===== src/rtl/latch_alu_out.sv =====
// latch_alu_out
//   Output-side pipeline register between the ALU and writeback. Captures
//   result, flags, destination register and write enable through a
//   valid/ready handshake. A two-entry skid buffer (out + skid) keeps
//   alu_ready a pure register output, so wb_ready never reaches the ALU
//   combinationally. Also provides a forwarding tap on the youngest pending
//   entry and a saturating writeback-stall counter.
//
// Ports
//   clk, reset (async, active-low), flush (sync, highest priority)
//   alu_valid/alu_ready, alu_result, alu_flags, alu_rd, alu_wr_en  : ALU side
//   wb_valid/wb_ready, wb_result, wb_flags, wb_rd, wb_wr_en        : writeback
//   fwd_valid, fwd_rd, fwd_data   : forwarding tap (registers only)
//   stall_cnt                     : cycles with wb_valid=1 and wb_ready=0
module latch_alu_out #(
    parameter int unsigned DATA_W = 32,
    parameter int unsigned REG_W  = 5,
    parameter int unsigned FLAG_W = 4,
    parameter int unsigned CNT_W  = 16
) (
    input  logic              clk,
    input  logic              reset,
    input  logic              flush,
    input  logic              alu_valid,
    output logic              alu_ready,
    input  logic [DATA_W-1:0] alu_result,
    input  logic [FLAG_W-1:0] alu_flags,
    input  logic [REG_W-1:0]  alu_rd,
    input  logic              alu_wr_en,
    output logic              wb_valid,
    input  logic              wb_ready,
    output logic [DATA_W-1:0] wb_result,
    output logic [FLAG_W-1:0] wb_flags,
    output logic [REG_W-1:0]  wb_rd,
    output logic              wb_wr_en,
    output logic              fwd_valid,
    output logic [REG_W-1:0]  fwd_rd,
    output logic [DATA_W-1:0] fwd_data,
    output logic [CNT_W-1:0]  stall_cnt
);

    typedef enum logic [1:0] {
        EMPTY = 2'd0,
        ONE   = 2'd1,
        FULL  = 2'd2
    } state_t;

    state_t state, state_nxt;

    logic              ready_q;
    logic [DATA_W-1:0] out_result, skid_result;
    logic [FLAG_W-1:0] out_flags,  skid_flags;
    logic [REG_W-1:0]  out_rd,     skid_rd;
    logic              out_wr_en,  skid_wr_en;

    logic accept, drain;
    logic load_out_in, load_out_skid, load_skid_in;
    logic in_wr_en;

    assign accept   = alu_valid & ready_q;
    assign drain    = wb_valid & wb_ready;
    // Writes to x0 are dropped at capture; result and flags are still kept.
    assign in_wr_en = alu_wr_en & (alu_rd != '0);

    always_comb begin
        state_nxt     = state;
        load_out_in   = 1'b0;
        load_out_skid = 1'b0;
        load_skid_in  = 1'b0;
        if (flush) begin
            state_nxt = EMPTY;
        end else begin
            unique case (state)
                EMPTY: begin
                    if (accept) begin
                        state_nxt   = ONE;
                        load_out_in = 1'b1;
                    end
                end
                ONE: begin
                    if (accept && drain) begin
                        load_out_in = 1'b1;
                    end else if (accept) begin
                        state_nxt    = FULL;
                        load_skid_in = 1'b1;
                    end else if (drain) begin
                        state_nxt = EMPTY;
                    end
                end
                FULL: begin
                    if (drain) begin
                        state_nxt     = ONE;
                        load_out_skid = 1'b1;
                    end
                end
                default: state_nxt = EMPTY;
            endcase
        end
    end

    always_ff @(posedge clk or negedge reset) begin
        if (!reset) begin
            state   <= EMPTY;
            ready_q <= 1'b0;
        end else begin
            state   <= state_nxt;
            ready_q <= (state_nxt != FULL);
        end
    end

    always_ff @(posedge clk or negedge reset) begin
        if (!reset) begin
            out_result  <= '0;
            out_flags   <= '0;
            out_rd      <= '0;
            out_wr_en   <= 1'b0;
            skid_result <= '0;
            skid_flags  <= '0;
            skid_rd     <= '0;
            skid_wr_en  <= 1'b0;
        end else begin
            if (load_out_in) begin
                out_result <= alu_result;
                out_flags  <= alu_flags;
                out_rd     <= alu_rd;
                out_wr_en  <= in_wr_en;
            end else if (load_out_skid) begin
                out_result <= skid_result;
                out_flags  <= skid_flags;
                out_rd     <= skid_rd;
                out_wr_en  <= skid_wr_en;
            end
            if (load_skid_in) begin
                skid_result <= alu_result;
                skid_flags  <= alu_flags;
                skid_rd     <= alu_rd;
                skid_wr_en  <= in_wr_en;
            end
        end
    end

    always_ff @(posedge clk or negedge reset) begin
        if (!reset) begin
            stall_cnt <= '0;
        end else if (wb_valid && !wb_ready && !flush && (stall_cnt != '1)) begin
            stall_cnt <= stall_cnt + 1'b1;
        end
    end

    assign alu_ready = ready_q;
    assign wb_valid  = (state != EMPTY);
    assign wb_result = out_result;
    assign wb_flags  = out_flags;
    assign wb_rd     = out_rd;
    // Data registers survive a flush, so the enable is qualified by valid.
    assign wb_wr_en  = out_wr_en & wb_valid;

    // Youngest valid entry: skid when FULL, out when ONE.
    always_comb begin
        fwd_valid = 1'b0;
        fwd_rd    = '0;
        fwd_data  = '0;
        unique case (state)
            ONE: begin
                fwd_valid = out_wr_en;
                fwd_rd    = out_rd;
                fwd_data  = out_result;
            end
            FULL: begin
                fwd_valid = skid_wr_en;
                fwd_rd    = skid_rd;
                fwd_data  = skid_result;
            end
            default: ;
        endcase
    end

endmodule


===== config.mk =====
export PLATFORM = sky130hd
export DESIGN_NAME = latch_alu_out
export DESIGN_NICKNAME = d
export VERILOG_FILES = /design/src/rtl/latch_alu_out.sv
export SDC_FILE = /design/constraint.sdc
export NUM_CORES = 1
export LEC_CHECK = 0
export BUFFER_PORTS_ARGS = -buffer_cell sky130_fd_sc_hd__buf_2
export CAP_MARGIN = 20
export CORE_MARGIN = 10
export CORE_UTILIZATION = 40
export CTS_CLUSTER_SIZE = 30
export DETAILED_ROUTE_END_ITERATION = 12
export MAX_ROUTING_LAYER = met4
export SLEW_MARGIN = 20
export SYNTH_ARGS = -nofsm -noshare
export SYNTH_HDL_FRONTEND = slang
export SYNTH_SLANG_ARGS = --single-unit
export TNS_END_PERCENT = 100

===== constraint.sdc =====
create_clock -name clk -period 2.7 [get_ports clk]
set_input_delay 0.135 -clock clk [delete_from_list [all_inputs] [get_ports clk]]
set_output_delay 0.135 -clock clk [all_outputs]
set_load 0.01 [all_outputs]

# Yosys cells after proc, flatten, opt, wreduce, memory -nomap -nowiden
# Cells that the tools add are included.
[word_totals]
out_inout_bits = 98
input_bits = 47
register_bits = 103
[classes]
n_reduce_logical = 10
mux = 28
eq_ne = 4
add_sub_neg = 1
bitwise_logic = 4
[ops]
columns = ["op", "n"]
rows = [
  ["2-to-1 mux 32 bit", 2],
  ["one-hot mux 32 bit (2 select lines)", 1],
  ["adder 16 x 1 -> 16 bit (second input constant)", 1],
  ["inequality test 16 bit (second input constant)", 1],
  ["2-to-1 mux 2 bit", 6],
  ["2-to-1 mux 1 bit", 11],
  ["2-to-1 mux 5 bit", 2],
  ["one-hot mux 5 bit (2 select lines)", 1],
  ["2-to-1 mux 4 bit", 2],
  ["one-hot mux 2 bit (3 select lines)", 1],
  ["nonzero test 5 bit", 1],
  ["bitwise AND 1 bit", 4],
  ["logical AND 1 bit", 4],
  ["one-hot mux 1 bit (2 select lines)", 2],
  ["nonzero test 2 bit", 2],
  ["== test 2 x 1 -> 1 bit (second input constant)", 1],
  ["== test 2 bit (second input constant)", 1],
  ["logical NOT 1 bit", 2],
  ["logical NOT 2 bit", 1],
  ["inequality test 2 bit (second input constant)", 1],
]

# Depth between registers and ports, before layout
[depth]
word_depth = 8
depth_mapped = 8
ltp_nobuf = 6

# Worst setup path before layout
# Ideal clock, no wire load.
[synth_timing]
kind = "reg-to-reg"
start = "register state[1]"
end = "register skid_flags[0]"
stages_incl_launch_ff = 8
n_path_buf = 2
setup_time_ps = 125
required_time_ps = 2575
period_less_slack_ps = 2048
t_arrival_ps = 1922
setup_slack_ps = 652
cell_sequence = "dfrtp_1 > inv_1 > ha_1 > nand2b_1 > or4b_1 > buf_6 > buf_12 > mux2_4"
[synth_between]
elab_chain_len = 6
word_cells_on_any_way = 7
cone_classes = "eq/ne (1); mux (3); bitwise (1); reduce/logical (2)"
[synth_lines]
columns = ["element", "line_no", "text"]
rows = [
  ["start: declaration", "48", "state_t state, state_nxt;"],
  ["start signal: assignment", "106", "state <= state_nxt;"],
  ["nonzero test 2 bit", "151", "assign wb_valid = (state != EMPTY);"],
  ["bitwise AND 1 bit", "61", "assign drain = wb_valid & wb_ready;"],
  ["logical AND 1 bit", "81", "if (accept && drain) begin"],
  ["2-to-1 mux 1 bit", "81", ""],
  ["2-to-1 mux 1 bit *", "73", "unique case (state)"],
  ["2-to-1 mux 1 bit *", "70", "if (flush) begin"],
  ["end signal: assignment", "135", "skid_flags <= alu_flags;"],
  ["end: declaration", "52", "logic [FLAG_W-1:0] out_flags, skid_flags;"],
]
# Every way passes the cells marked *; elsewhere a longest branch is shown, timed or not.
# A chain may end at the register's enable or synchronous reset.

# Worst setup path in the final report
[layout_timing]
start = "register state[1]"
end = "register skid_rd[3]"
[layout_between]
elab_chain_len = 6
word_cells_on_any_way = 7
cone_classes = "eq/ne (1); mux (3); bitwise (1); reduce/logical (2)"
[layout_lines]
columns = ["element", "line_no", "text"]
rows = [
  ["nonzero test 2 bit", "151", ""],
  ["bitwise AND 1 bit", "61", ""],
  ["logical AND 1 bit", "81", ""],
  ["2-to-1 mux 1 bit", "81", ""],
  ["2-to-1 mux 1 bit *", "73", ""],
  ["2-to-1 mux 1 bit *", "70", ""],
  ["end signal: assignment", "136", "skid_rd <= alu_rd;"],
  ["end: declaration", "53", "logic [REG_W-1:0] out_rd, skid_rd;"],
]
# Marks and branches as above.

==> flow_metrics.py <==
metrics = {
    "placement": {
        "routabilityCongestion": 0.793,
        "io_buffers": 144,
        "place_area_um2": 6130,
        "dpl.hpwl_um": 9700,
    },
    "timing": {
        "skew_ns": 0.0118,
        "setup_viol": 0,
        "tns_ns": 0,
        "rsz0062_at_grt": "no",
        "tightest_slew_ns": 0.837,
        "max_freq_mhz": 405,
        "fin_crit_sh_pct": 91.3,
        "layout_min_cycle_time_ns": 2.47,
        "relSlewSlack_pct": 44.2,
        "hold_violations": 0,
        "whs_ns": 0.00949,
        "final_max_slew_viol_count": 0,
    },
    "power": {
        "peakVddDrop_v": 0.000366,
        "power_density_nw_per_um2": 792,
        "p_leak_uw": 0.00304,
    },
    "synth": {
        "syn_inst": 463,
        "yosysWarnings": 0,
        "synth_area_leaders": "dfrtp_1 (49%), mux2_4 (11%), mux2i_1 (8.2%)",
        "synth_mux_area_share_pct": 20.0,
        "yosys.area_share.simple_pct": 12.7,
        "synthAdderAreaFrac_pct": 1.19,
        "ys_seq_area_share_pct": 48.8,
        "yosys_register_bits": 103,
        "post-synth-top-area-cell": "dfrtp_1",
        "synth_top_family_by_area": "multiplexers",
        "synth_compound_area_share_pct": 10.9,
        "synth_cell_types": 36,
        "yosysTopAreaCellShare_pct": 48.8,
        "syn_nets": 515,
        "synth.avg_cell_area_um2": 11.4,
        "synth_xor_area_share_pct": 2.32,
        "syn_area_um2": 5280,
    },
    "global_routing": {
        "grt_pass1_wl_um": 23100,
        "track_usage_pct": 16.1,
        "antenna_found_initial": 1,
        "overflow": 0,
        "grt_max_degree": 57,
        "grt_pass1_vias": 4309,
    },
    "layout": {
        "drive_above_1_share_pct": 36.2,
        "final_nets": 650,
        "fin_area_um2": 6410,
        "synthToLayoutAreaGrowth_pct": 21.6,
        "fillCellCount": 1191,
    },
    "cts": {
        "path_clk_slew_ns": 0.07,
        "clock-sinks": 103,
        "post_cts_buffers": 0,
        "cts_root_buffer": "clkbuf_16",
        "clock_path_buffers": 2,
        "cts_tree": "done",
        "h-tree-depth": 3,
        "clock_latency_ns": 0.35,
        "cts_buffers": 9,
        "post_cts_resized": 0,
    },
    "setup_path": {
        "cp_num_buf_inv": 1,
        "crit_path_max_incr_delay_ns": 0.85,
        "startpoint_type": "register",
        "cp.required_ns": 2.93,
        "crit_chain": "inv_1, ha_1, nand2b_1, or4b_4, mux2_4",
        "reg2reg_to": "skid_rd[3]",
        "r2r_start": "state[1]",
        "rr_worst_depth": 5,
        "arrival_ns": 2.69,
        "cp-startpoint": "state[1]",
        "cp_top_family": "simple AND/OR/NAND/NOR gates",
        "cp_max_fo": 43,
        "slowest_stage": "or4b_4",
        "worstSetupPathDepth": 5,
        "r2r_slack_ns": 0.23,
        "crit_path_end": "skid_rd[3]",
        "end_kind": "register",
        "critPathKind": "register to register",
    },
    "drt": {
        "dr.pass1.iters": 5,
        "wl_per_cell_um": 18.3,
        "wl_um": 14200,
        "drt_iter0_drc": 221,
        "num_vias": 4039,
        "viasPerCell": 5.21,
        "drc_errors": 0,
        "drtAntennaViolNets": 0,
    },
    "flow_run": {
        "maxCapViolations": 0,
    },
    "hold_path": {
        "min_from": "alu_result[21]",
        "hp-class": "input pin to register",
    },
    "floorplan": {
        "coreArea_um2": 12800,
        "fp-row-count": 41,
        "dieArea_um2": 18200,
        "die_x_um": 135,
        "io_pins": 145,
        "start_util_pct": 41.3,
        "fp.dieH_um": 135,
    },
    "outcome": {
        "status": "finished, final reports clean",
    },
}
==> final cells by class <==
cell class | instances | area [um^2] | area share [%]
clock inverters | 3 | 18.8 | 0.293
multi-input cells | 324 | 2510 | 39.1
clock buffers | 12 | 246 | 3.84
diodes | 1 | 2.50 | 0.0390
flip-flops and latches | 103 | 2580 | 40.2
inverters | 4 | 15.0 | 0.234
repair buffers | 156 | 831 | 13.0
well taps | 172 | 215 | 3.36
==> metrics by stage <==
stage          cells  total power, uW  worst slack (ns)  util, %
2_1_floorplan    463             3330             0.652        -
5_1_grt          775             5400             0.109     50.2
6_report         775             5080             0.234     50.2
4_1_cts          774             5140             0.247     50.2
3_5_place_dp     757             3910             0.254     48.0
3_3_place_gp     757             3850             0.350     48.0
==> worst min-delay path by stage <==
stage / end / slack [ns] / cells past startpoint
floorplan: alu_ready / -0.16 / 0
global placement: stall_cnt[9] / 0.20 / 1
detailed placement: stall_cnt[8] / 0.20 / 1
CTS: wb_result[21] / 0.002 / 3
global route: wb_result[30] / 0.02 / 3
finish: wb_result[21] / 0.009 / 3
==> per-layer routing <==
layer	share of wire [%]	routed length [um]	global-route usage (%)
met5	0	0	-
met4	1.2	173	5.14
met3	5.1	731	3.23
met2	46	6540	24.1
met1	48	6750	21.3
==> placed cells by master (no fill, tap or decap), types with 2 or more instances in the layout <==
| cell | Yosys | final |
|---|---|---|
| nand4_1 | 6 | 6 |
| mux2i_1 | 43 | 43 |
| o21ai_1 | 6 | 6 |
| inv_1 | 4 | 4 |
| o211ai_1 | 2 | 2 |
| clkbuf_16 | 0 | 9 |
| dfrtp_1 | 103 | 103 |
| xor2_1 | 14 | 14 |
| nor2_1 | 7 | 6 |
| mux2_2 | 5 | 5 |
| o21ai_0 | 38 | 38 |
| a31oi_1 | 3 | 3 |
| buf_4 | 0 | 10 |
| nand3b_1 | 2 | 2 |
| clkbuf_1 | 23 | 2 |
| and4_1 | 2 | 2 |
| ha_1 | 5 | 3 |
| nand3_1 | 4 | 4 |
| nand2_1 | 48 | 48 |
| buf_2 | 4 | 143 |
| a22oi_1 | 38 | 38 |
| a21oi_1 | 2 | 2 |
| clkinv_2 | 0 | 2 |
| mux2_4 | 38 | 38 |
| nor2b_1 | 38 | 38 |
| dlygate4sd3_1 | 0 | 2 |
| ha_2 | 0 | 2 |
| nor3_1 | 12 | 11 |
==> what timing repair did <==
action | CTS | global route
hold buffers | 2 | 0
hold endpoints to repair | 48 | 0
setup endpoints to repair | 0 | 0
==> power by group <==
group	internal [uW]	switching (uW)
combinational	782	629
clock	647	563
sequential	2040	422
total	3470	1610
==> cells in the mapped netlist, drive strengths merged <==
cell type	count
ha	5
o21ai	44
o211ai	2
and3	1
or4b	1
nor2b	38
a22oi	38
a211oi	1
nor3	12
or4	1
buf	9
nand2	48
xor2	14
inv	4
nand4	6
nor4	1
a211o	1
and4	2
clkbuf	23
or3	1
nand2b	1
nor2	7
mux2i	43
a31oi	3
a21oi	2
nand3b	2
mux2	43
nor4b	1
a21boi	1
nand3	4
dfrtp	103
and2b	1
==> tightest hold or removal path, delay by kind of cell <==
family / cells / cell delay [ns]
buf+inv: 1 / 0.09
compound gates: 1 / 0.06
simple gates: 1 / 0.04
==> logic make-up (layout without fill, tap and decap cells) <==
logic type / count (synthesis) / count (layout)
flip-flops: 103 / 103
other: 0 / 1
buffers and inverters: 36 / 175
multiplexers: 86 / 86
AO/OA/AOI/OAI: 92 / 92
AND/OR/NAND/NOR: 127 / 127
XOR/XNOR: 14 / 14
adder cells (fa/ha/maj): 5 / 5
==> flip-flops by register name, summed over array words and instances (netlist names) <==
| signal | count |
|---|---|
| skid_result | 32 |
| alu_ready | 1 |
| state | 2 |
| wb_result | 32 |
| stall_cnt | 16 |
| out_wr_en | 1 |
| skid_rd | 5 |
| skid_wr_en | 1 |
| wb_flags | 4 |
| wb_rd | 5 |
| skid_flags | 4 |
(Power assumes the default switching activity.)
